## config.mk

```make
export PLATFORM = sky130hd
export DESIGN_NAME = clk_period_meter
export DESIGN_NICKNAME = d
export VERILOG_FILES = /design/src/rtl/clk_period_meter_pkg.sv /design/src/rtl/clk_period_meter_edge_sync.sv /design/src/rtl/clk_period_meter.sv
export SDC_FILE = /design/constraint.sdc
export NUM_CORES = 1
export LEC_CHECK = 0
export BUFFER_PORTS_ARGS = -buffer_cell sky130_fd_sc_hd__buf_2
export CORE_MARGIN = 10
export CORE_UTILIZATION = 55
export DETAILED_ROUTE_END_ITERATION = 10
export PLACE_DENSITY = 0.77
export SYNTH_ARGS = -nofsm -noshare
export SYNTH_HDL_FRONTEND = slang
export SYNTH_SLANG_ARGS = --single-unit
```

## constraint.sdc

```tcl
create_clock -name CLK_IN -period 1.95 [get_ports CLK_IN]
set_input_delay 0.39 -clock CLK_IN [delete_from_list [all_inputs] [get_ports CLK_IN]]
set_output_delay 0.39 -clock CLK_IN [all_outputs]
set_load 0.01 [all_outputs]
```

## src/rtl/clk_period_meter_pkg.sv

```systemverilog
// -----------------------------------------------------------------------------
// clk_period_meter_pkg
//
// Purpose:
//   Shared definitions for the divided-clock period meter: the measurement
//   state encoding and the default counter / synchroniser sizes.
//
// Contents:
//   CNT_W_DEF        default width of the period counter and PERIOD output
//   SYNC_STAGES_DEF  default depth of the DIV_CLK synchroniser (legal 1..3)
//   meas_state_e     IDLE / ARM / MEASURE state encoding
//
// Optional feature macro used by the block: CLK_PERIOD_METER_DUTY_EN
// -----------------------------------------------------------------------------
package clk_period_meter_pkg;

   localparam int CNT_W_DEF       = 8;
   localparam int SYNC_STAGES_DEF = 2;

   typedef enum logic [1:0] {
      IDLE    = 2'd0,
      ARM     = 2'd1,
      MEASURE = 2'd2
   } meas_state_e;

endpackage : clk_period_meter_pkg

```

## src/rtl/clk_period_meter_edge_sync.sv

```systemverilog
// -----------------------------------------------------------------------------
// edge_sync
//
// Purpose:
//   Brings an asynchronous-looking level (e.g. a divided clock) into the
//   clk_i domain through a SYNC_STAGES flop chain, then detects its edges
//   with one extra history flop. Reusable by any consumer of the divider.
//
// Parameters:
//   SYNC_STAGES  number of synchroniser flops, legal range 1..3
//   FALL_EN      1 = produce fall_o, 0 = fall_o tied low (no fall logic)
//
// Ports:
//   clk_i    in   sampling clock
//   rst_ni   in   synchronous active-low reset (clears chain and history)
//   d_i      in   level to be sampled
//   sync_o   out  synchronised level (last chain flop)
//   rise_o   out  one-cycle pulse: sync_o=1 while history=0
//   fall_o   out  one-cycle pulse: sync_o=0 while history=1 (FALL_EN only)
// -----------------------------------------------------------------------------
module edge_sync #(
   parameter int SYNC_STAGES = 2,
   parameter bit FALL_EN     = 1'b1
) (
   input  logic clk_i,
   input  logic rst_ni,
   input  logic d_i,
   output logic sync_o,
   output logic rise_o,
   output logic fall_o
);

   logic [SYNC_STAGES-1:0] sync_q;
   logic [SYNC_STAGES-1:0] sync_d;
   logic                   prev_q;

   // Shift the sampled level one flop deeper every cycle.
   always_comb begin
      sync_d    = '0;
      sync_d[0] = d_i;
      for (int i = 1; i < SYNC_STAGES; i++) begin
         sync_d[i] = sync_q[i-1];
      end
   end

   always_ff @(posedge clk_i) begin
      if (!rst_ni) begin
         sync_q <= '0;
         prev_q <= 1'b0;
      end else begin
         sync_q <= sync_d;
         prev_q <= sync_q[SYNC_STAGES-1];
      end
   end

   assign sync_o = sync_q[SYNC_STAGES-1];
   assign rise_o = sync_q[SYNC_STAGES-1] & ~prev_q;

   generate
      if (FALL_EN) begin : g_fall
         assign fall_o = ~sync_q[SYNC_STAGES-1] & prev_q;
      end else begin : g_no_fall
         assign fall_o = 1'b0;
      end
   endgenerate

endmodule : edge_sync

```

## src/rtl/clk_period_meter.sv

```systemverilog
// -----------------------------------------------------------------------------
// clk_period_meter
//
// Purpose:
//   Measures the period of a divided clock (sampled as data) in CLK_IN
//   cycles and offers each result to a consumer on a valid/ack handshake.
//   Flags counter saturation (no edge seen) and dropped results.
//
// Parameters:
//   CNT_W        counter / PERIOD width; saturation value 2^CNT_W-1
//   SYNC_STAGES  DIV_CLK synchroniser depth, legal 1..3
//
// Ports:
//   CLK_IN        in   system clock (only clock)
//   RST_N         in   synchronous active-low reset
//   DIV_CLK       in   divided clock, sampled as data
//   MEAS_EN       in   measurement enable; 0 forces IDLE
//   PERIOD_ACK    in   consumer accepts the current result
//   PERIOD        out  last accepted-slot period, CLK_IN cycles
//   PERIOD_VALID  out  PERIOD holds an unaccepted result
//   OVERFLOW      out  sticky: counter saturated with no DIV_CLK rise
//   MISSED        out  sticky: result dropped while VALID=1 and ACK=0
//   HIGH_TIME     out  high phase length of the measured period
//                      (only when CLK_PERIOD_METER_DUTY_EN is defined)
//
// Optional feature macro: CLK_PERIOD_METER_DUTY_EN
// -----------------------------------------------------------------------------
module clk_period_meter
   import clk_period_meter_pkg::*;
#(
   parameter int CNT_W       = CNT_W_DEF,
   parameter int SYNC_STAGES = SYNC_STAGES_DEF
) (
   input  logic             CLK_IN,
   input  logic             RST_N,
   input  logic             DIV_CLK,
   input  logic             MEAS_EN,
   input  logic             PERIOD_ACK,
   output logic [CNT_W-1:0] PERIOD,
   output logic             PERIOD_VALID,
   output logic             OVERFLOW,
   output logic             MISSED
`ifdef CLK_PERIOD_METER_DUTY_EN
   ,
   output logic [CNT_W-1:0] HIGH_TIME
`endif
);

   localparam logic [CNT_W-1:0] CNT_MAX = '1;
   localparam logic [CNT_W-1:0] CNT_ONE = CNT_W'(1);

   // Saturating increment of the period counter.
   function automatic logic [CNT_W-1:0] sat_inc(input logic [CNT_W-1:0] v);
      return (v == CNT_MAX) ? v : v + CNT_ONE;
   endfunction

   meas_state_e      state_q;
   logic [CNT_W-1:0] cnt_q;
   logic [CNT_W-1:0] period_q;
   logic             valid_q;
   logic             ovf_q;
   logic             missed_q;

   logic             rise_pulse;
   logic             sync_lvl;
   logic             result_d;
   logic             load_d;
   logic             drop_d;

   // ---------------------------------------------------------------------
   // DIV_CLK synchroniser and edge detect
   // ---------------------------------------------------------------------
`ifdef CLK_PERIOD_METER_DUTY_EN
   logic             fall_pulse;
   logic [CNT_W-1:0] hi_cap_q;
   logic [CNT_W-1:0] high_q;

   edge_sync #(
      .SYNC_STAGES (SYNC_STAGES),
      .FALL_EN     (1'b1)
   ) u_edge_sync (
      .clk_i  (CLK_IN),
      .rst_ni (RST_N),
      .d_i    (DIV_CLK),
      .sync_o (sync_lvl),
      .rise_o (rise_pulse),
      .fall_o (fall_pulse)
   );
`else
   logic unused_fall;

   edge_sync #(
      .SYNC_STAGES (SYNC_STAGES),
      .FALL_EN     (1'b0)
   ) u_edge_sync (
      .clk_i  (CLK_IN),
      .rst_ni (RST_N),
      .d_i    (DIV_CLK),
      .sync_o (sync_lvl),
      .rise_o (rise_pulse),
      .fall_o (unused_fall)
   );
`endif

   logic unused_sync_lvl;
   assign unused_sync_lvl = sync_lvl;

   // ---------------------------------------------------------------------
   // Result qualification: a rise in MEASURE completes one period. Disabling
   // the block wins over a coincident rise.
   // ---------------------------------------------------------------------
   always_comb begin
      result_d = MEAS_EN && (state_q == MEASURE) && rise_pulse;
      load_d   = result_d && (!valid_q || PERIOD_ACK);
      drop_d   = result_d && valid_q && !PERIOD_ACK;
   end

   // ---------------------------------------------------------------------
   // Measurement FSM, counter and handshake registers
   // ---------------------------------------------------------------------
   always_ff @(posedge CLK_IN) begin
      if (!RST_N) begin
         state_q  <= IDLE;
         cnt_q    <= '0;
         period_q <= '0;
         valid_q  <= 1'b0;
         ovf_q    <= 1'b0;
         missed_q <= 1'b0;
      end else if (!MEAS_EN) begin
         // PERIOD and the sticky flags are held for inspection.
         state_q <= IDLE;
         cnt_q   <= '0;
         valid_q <= 1'b0;
      end else begin
         case (state_q)
            IDLE: begin
               cnt_q    <= '0;
               state_q  <= ARM;
               ovf_q    <= 1'b0;
               missed_q <= 1'b0;
            end
            ARM: begin
               // The first rise only starts the count; it closes no period.
               if (rise_pulse) begin
                  cnt_q   <= CNT_ONE;
                  state_q <= MEASURE;
               end
            end
            MEASURE: begin
               if (rise_pulse) begin
                  // Counter is 1 in the cycle after a rise, so it equals P
                  // in the cycle of the next rise P cycles later.
                  cnt_q <= CNT_ONE;
               end else if (cnt_q == CNT_MAX) begin
                  ovf_q   <= 1'b1;
                  cnt_q   <= '0;
                  state_q <= ARM;
               end else begin
                  cnt_q <= sat_inc(cnt_q);
               end
            end
            default: begin
               cnt_q   <= '0;
               state_q <= IDLE;
            end
         endcase

         if (load_d) begin
            period_q <= cnt_q;
            valid_q  <= 1'b1;
         end else if (PERIOD_ACK) begin
            valid_q <= 1'b0;
         end

         if (drop_d) begin
            missed_q <= 1'b1;
         end
      end
   end

`ifdef CLK_PERIOD_METER_DUTY_EN
   // ---------------------------------------------------------------------
   // High-time capture: the counter value at the fall is the number of
   // cycles since the preceding rise; it is published with the period.
   // ---------------------------------------------------------------------
   always_ff @(posedge CLK_IN) begin
      if (!RST_N) begin
         hi_cap_q <= '0;
         high_q   <= '0;
      end else begin
         if (MEAS_EN && (state_q == MEASURE) && fall_pulse) begin
            hi_cap_q <= cnt_q;
         end
         if (load_d) begin
            high_q <= hi_cap_q;
         end
      end
   end

   assign HIGH_TIME = high_q;
`endif

   assign PERIOD       = period_q;
   assign PERIOD_VALID = valid_q;
   assign OVERFLOW     = ovf_q;
   assign MISSED       = missed_q;

endmodule : clk_period_meter
```

==> metrics.csv <==
metric,value,unit
status,"finished, final reports clean",
yosysSeqAreaShare,0.409,
synthToLayoutAreaGrowth,13.3,%
avgRoutedWirePerCell,14.9,um
worst_pin_slew,0.647,ns
clk_pin_slew_worst_paths,0.13,ns
switchingPower,184,uW
drc,0,
dp_hpwl,1860,um
grt_usage,0.128,
final_common_cell,dfxtp_1,
wl_met2,1200,um
cts_tree,done,
pwr-share-clk,0.325,
diodes,0,
layout_min_cycle_time,1.79,ns
layout_common_cells,"24 x dfxtp_1, 15 x buf_2, 10 x nor2b_1, 9 x nor2_1",
fp.dieH,66.2,um
postSynthCellCount,125,
ys_ff_latch,24,
placementRows,16,
synth_nets,135,
rsz0062_at_grt,no,
dieArea,4390,um^2
grt_pass1_wl,4500,um
gp_congestion,0.815,
finalClockSkew,0.00205,ns
grt_antenna_before_repair,0,
dp_slack,0.0904,ns
clk_root_buffer_cell,clkbuf_4,
crit_chain,"ha_1, and3_2, a31oi_4, or4_1, a21oi_1",
switching_share,0.226,
async_flop_share,0,
cts_buffers,3,
syn_area,1180,um^2
crit_fanout,6,
post_cts_buffers,0,
clk_path_buf_depth,2,
slowest_delay,0.48,ns
seqPwrFrac,0.612,
drt_wl_total,2540,um
p_comb_frac,0.063,
layout-drive-gt1-share,0.231,
setup_slack,0.157,ns
avgSynthCellArea,9.41,um^2
vdd_ir_drop_max,0.516,mV
ys.flop_type,dfxtp_1,
met1Wirelength,1200,um
final_hold_viol_count,0,
drt_iter0_drc,35,
timing.critical_path.buf_inv,0,
nets,154,
ios,16,
cts_sinks,24,
viasPerCell,5.59,
synth_top_area_share,0.409,
routed-wl-met3,100,um
grt_pass1_vias,996,
slew_headroom,0.568,
final_max_slew_viol_count,0,
synth_edf_count,0,
pwr_density_cell,610,nW/um^2
maxCapViolCount,0,
finalSetupTns,0,ns
cp.required,2.21,ns
end_kind,register,
fmax,558,MHz
crit_type,reg2reg,
nFillCells,174,
htreeDepth,1,
clock_latency,0.32,ns
die_x,66.2,um
final_area,1330,um^2
hold_buffers,0,
synth_cell_type_count,37,
yosys.area.top_type,dfxtp_1,
drt-pass1-iter-count,6,
initial_utilization,0.587,
grt_max_degree,16,
setup_viol_count_final,0,
worstSetupStartpointType,register,
drtAntennaViolNets,0,
p_int,629,uW
yosys-top-cells-area,"dfxtp_1 41%, mux2i_1 6.8%, ha_1 5.3%",
slowest_stage,or4_1,
hold_class,in2reg,
leakage,0.000492,uW
coreArea,2000,um^2
via_count,951,
grt_overflow_total,0,
cts-resized-gates,0,
topRoutingLayerUsed,met4,
ys_warn_count,0,
cp.arrival,2.05,ns
io_buffers,15,
hold_ws,0.267,ns
period_share,0.919,
postPlaceCellArea,1280,um^2
cp_top_family,simple AND/OR/NAND/NOR gates,
-- synthesized netlist by cell type, drive strengths merged (2+ instances only) --
master / instances
ha: 5
a211oi: 2
nand2b: 2
a21oi: 7
nor2b: 10
nor2: 9
o21ai: 4
mux2i: 8
inv: 6
nand4: 3
and2: 6
buf: 2
nand2: 8
xnor2: 2
nand3: 6
a31oi: 5
clkbuf: 3
dfxtp: 24
-- per-layer routing --
layer,track usage,up-vias
met2,0.201,25
li1,-,473
met5,0,-
met3,0.0373,5
met1,0.157,448
met4,0.0602,0
-- kinds of logic (layout without fill, tap and decap cells) --
group	count (synthesis)	count (layout)	share of synthesized area
AOI/OAI and AO/OA	24	24	0.146
adders and majority gates	5	5	0.0532
and+or+nand+nor	50	50	0.248
DFF	24	24	0.409
buffers and inverters	11	29	0.0521
xor gates and xnor gates	2	2	0.0149
muxes	9	9	0.0777
-- sequential cells by signal, summed over array words and instances, names as in the netlist --
signal / count
cnt_q: 8
PERIOD_VALID: 1
MISSED: 1
PERIOD: 8
u_edge_sync.prev_q: 1
state_q: 2
u_edge_sync.sync_q: 2
OVERFLOW: 1
-- through the flow --
stage	total power, uW	utilization	std cells
after floorplan	540	-	125
after global placement	556	0.640	166
after detailed placement	558	0.640	166
after CTS	816	0.658	170
after global routing	841	0.666	170
final	813	0.666	170
-- cell type report --
cell class	count	area, um^2	area share
Timing Repair Buffer	19	105	0.0789
Sequential cell	24	480	0.361
Multi-Input combinational cell	90	649	0.487
Inverter	6	27.5	0.0207
Clock buffer	4	36.3	0.0272
Tap cell	27	33.8	0.0254
-- path summary, 6_finish.rpt --
| kind | start | endpoint | cells past startpoint | slack [ns] |
|---|---|---|---|---|
| max | cnt_q[0] | state_q[0] | 5 | 0.16 |
| max reg2reg | cnt_q[0] | state_q[0] | 5 | 0.16 |
| min | DIV_CLK | u_edge_sync.sync_q[0] | 2 | 0.27 |
| min reg2reg | u_edge_sync.sync_q[0] | u_edge_sync.sync_q[1] | 1 | 0.45 |
-- worst register-to-register path: stages, from the launching register on --
cell	delay, ns
dfxtp_1	0.44
ha_1	0.27
and3_2	0.30
a31oi_4	0.11
or4_1	0.48
a21oi_1	0.14
-- power by group through the flow --
stage                     sequential [uW]  clock, uW  combinational, uW
after global placement                508          0               47.7
after CTS                             497        268               50.4
after global routing                  498        285               57.8
after floorplan                       508          0               32.3
final                                 497        264               51.4
after detailed placement              508          0               49.8
(Power assumes the default switching activity.)
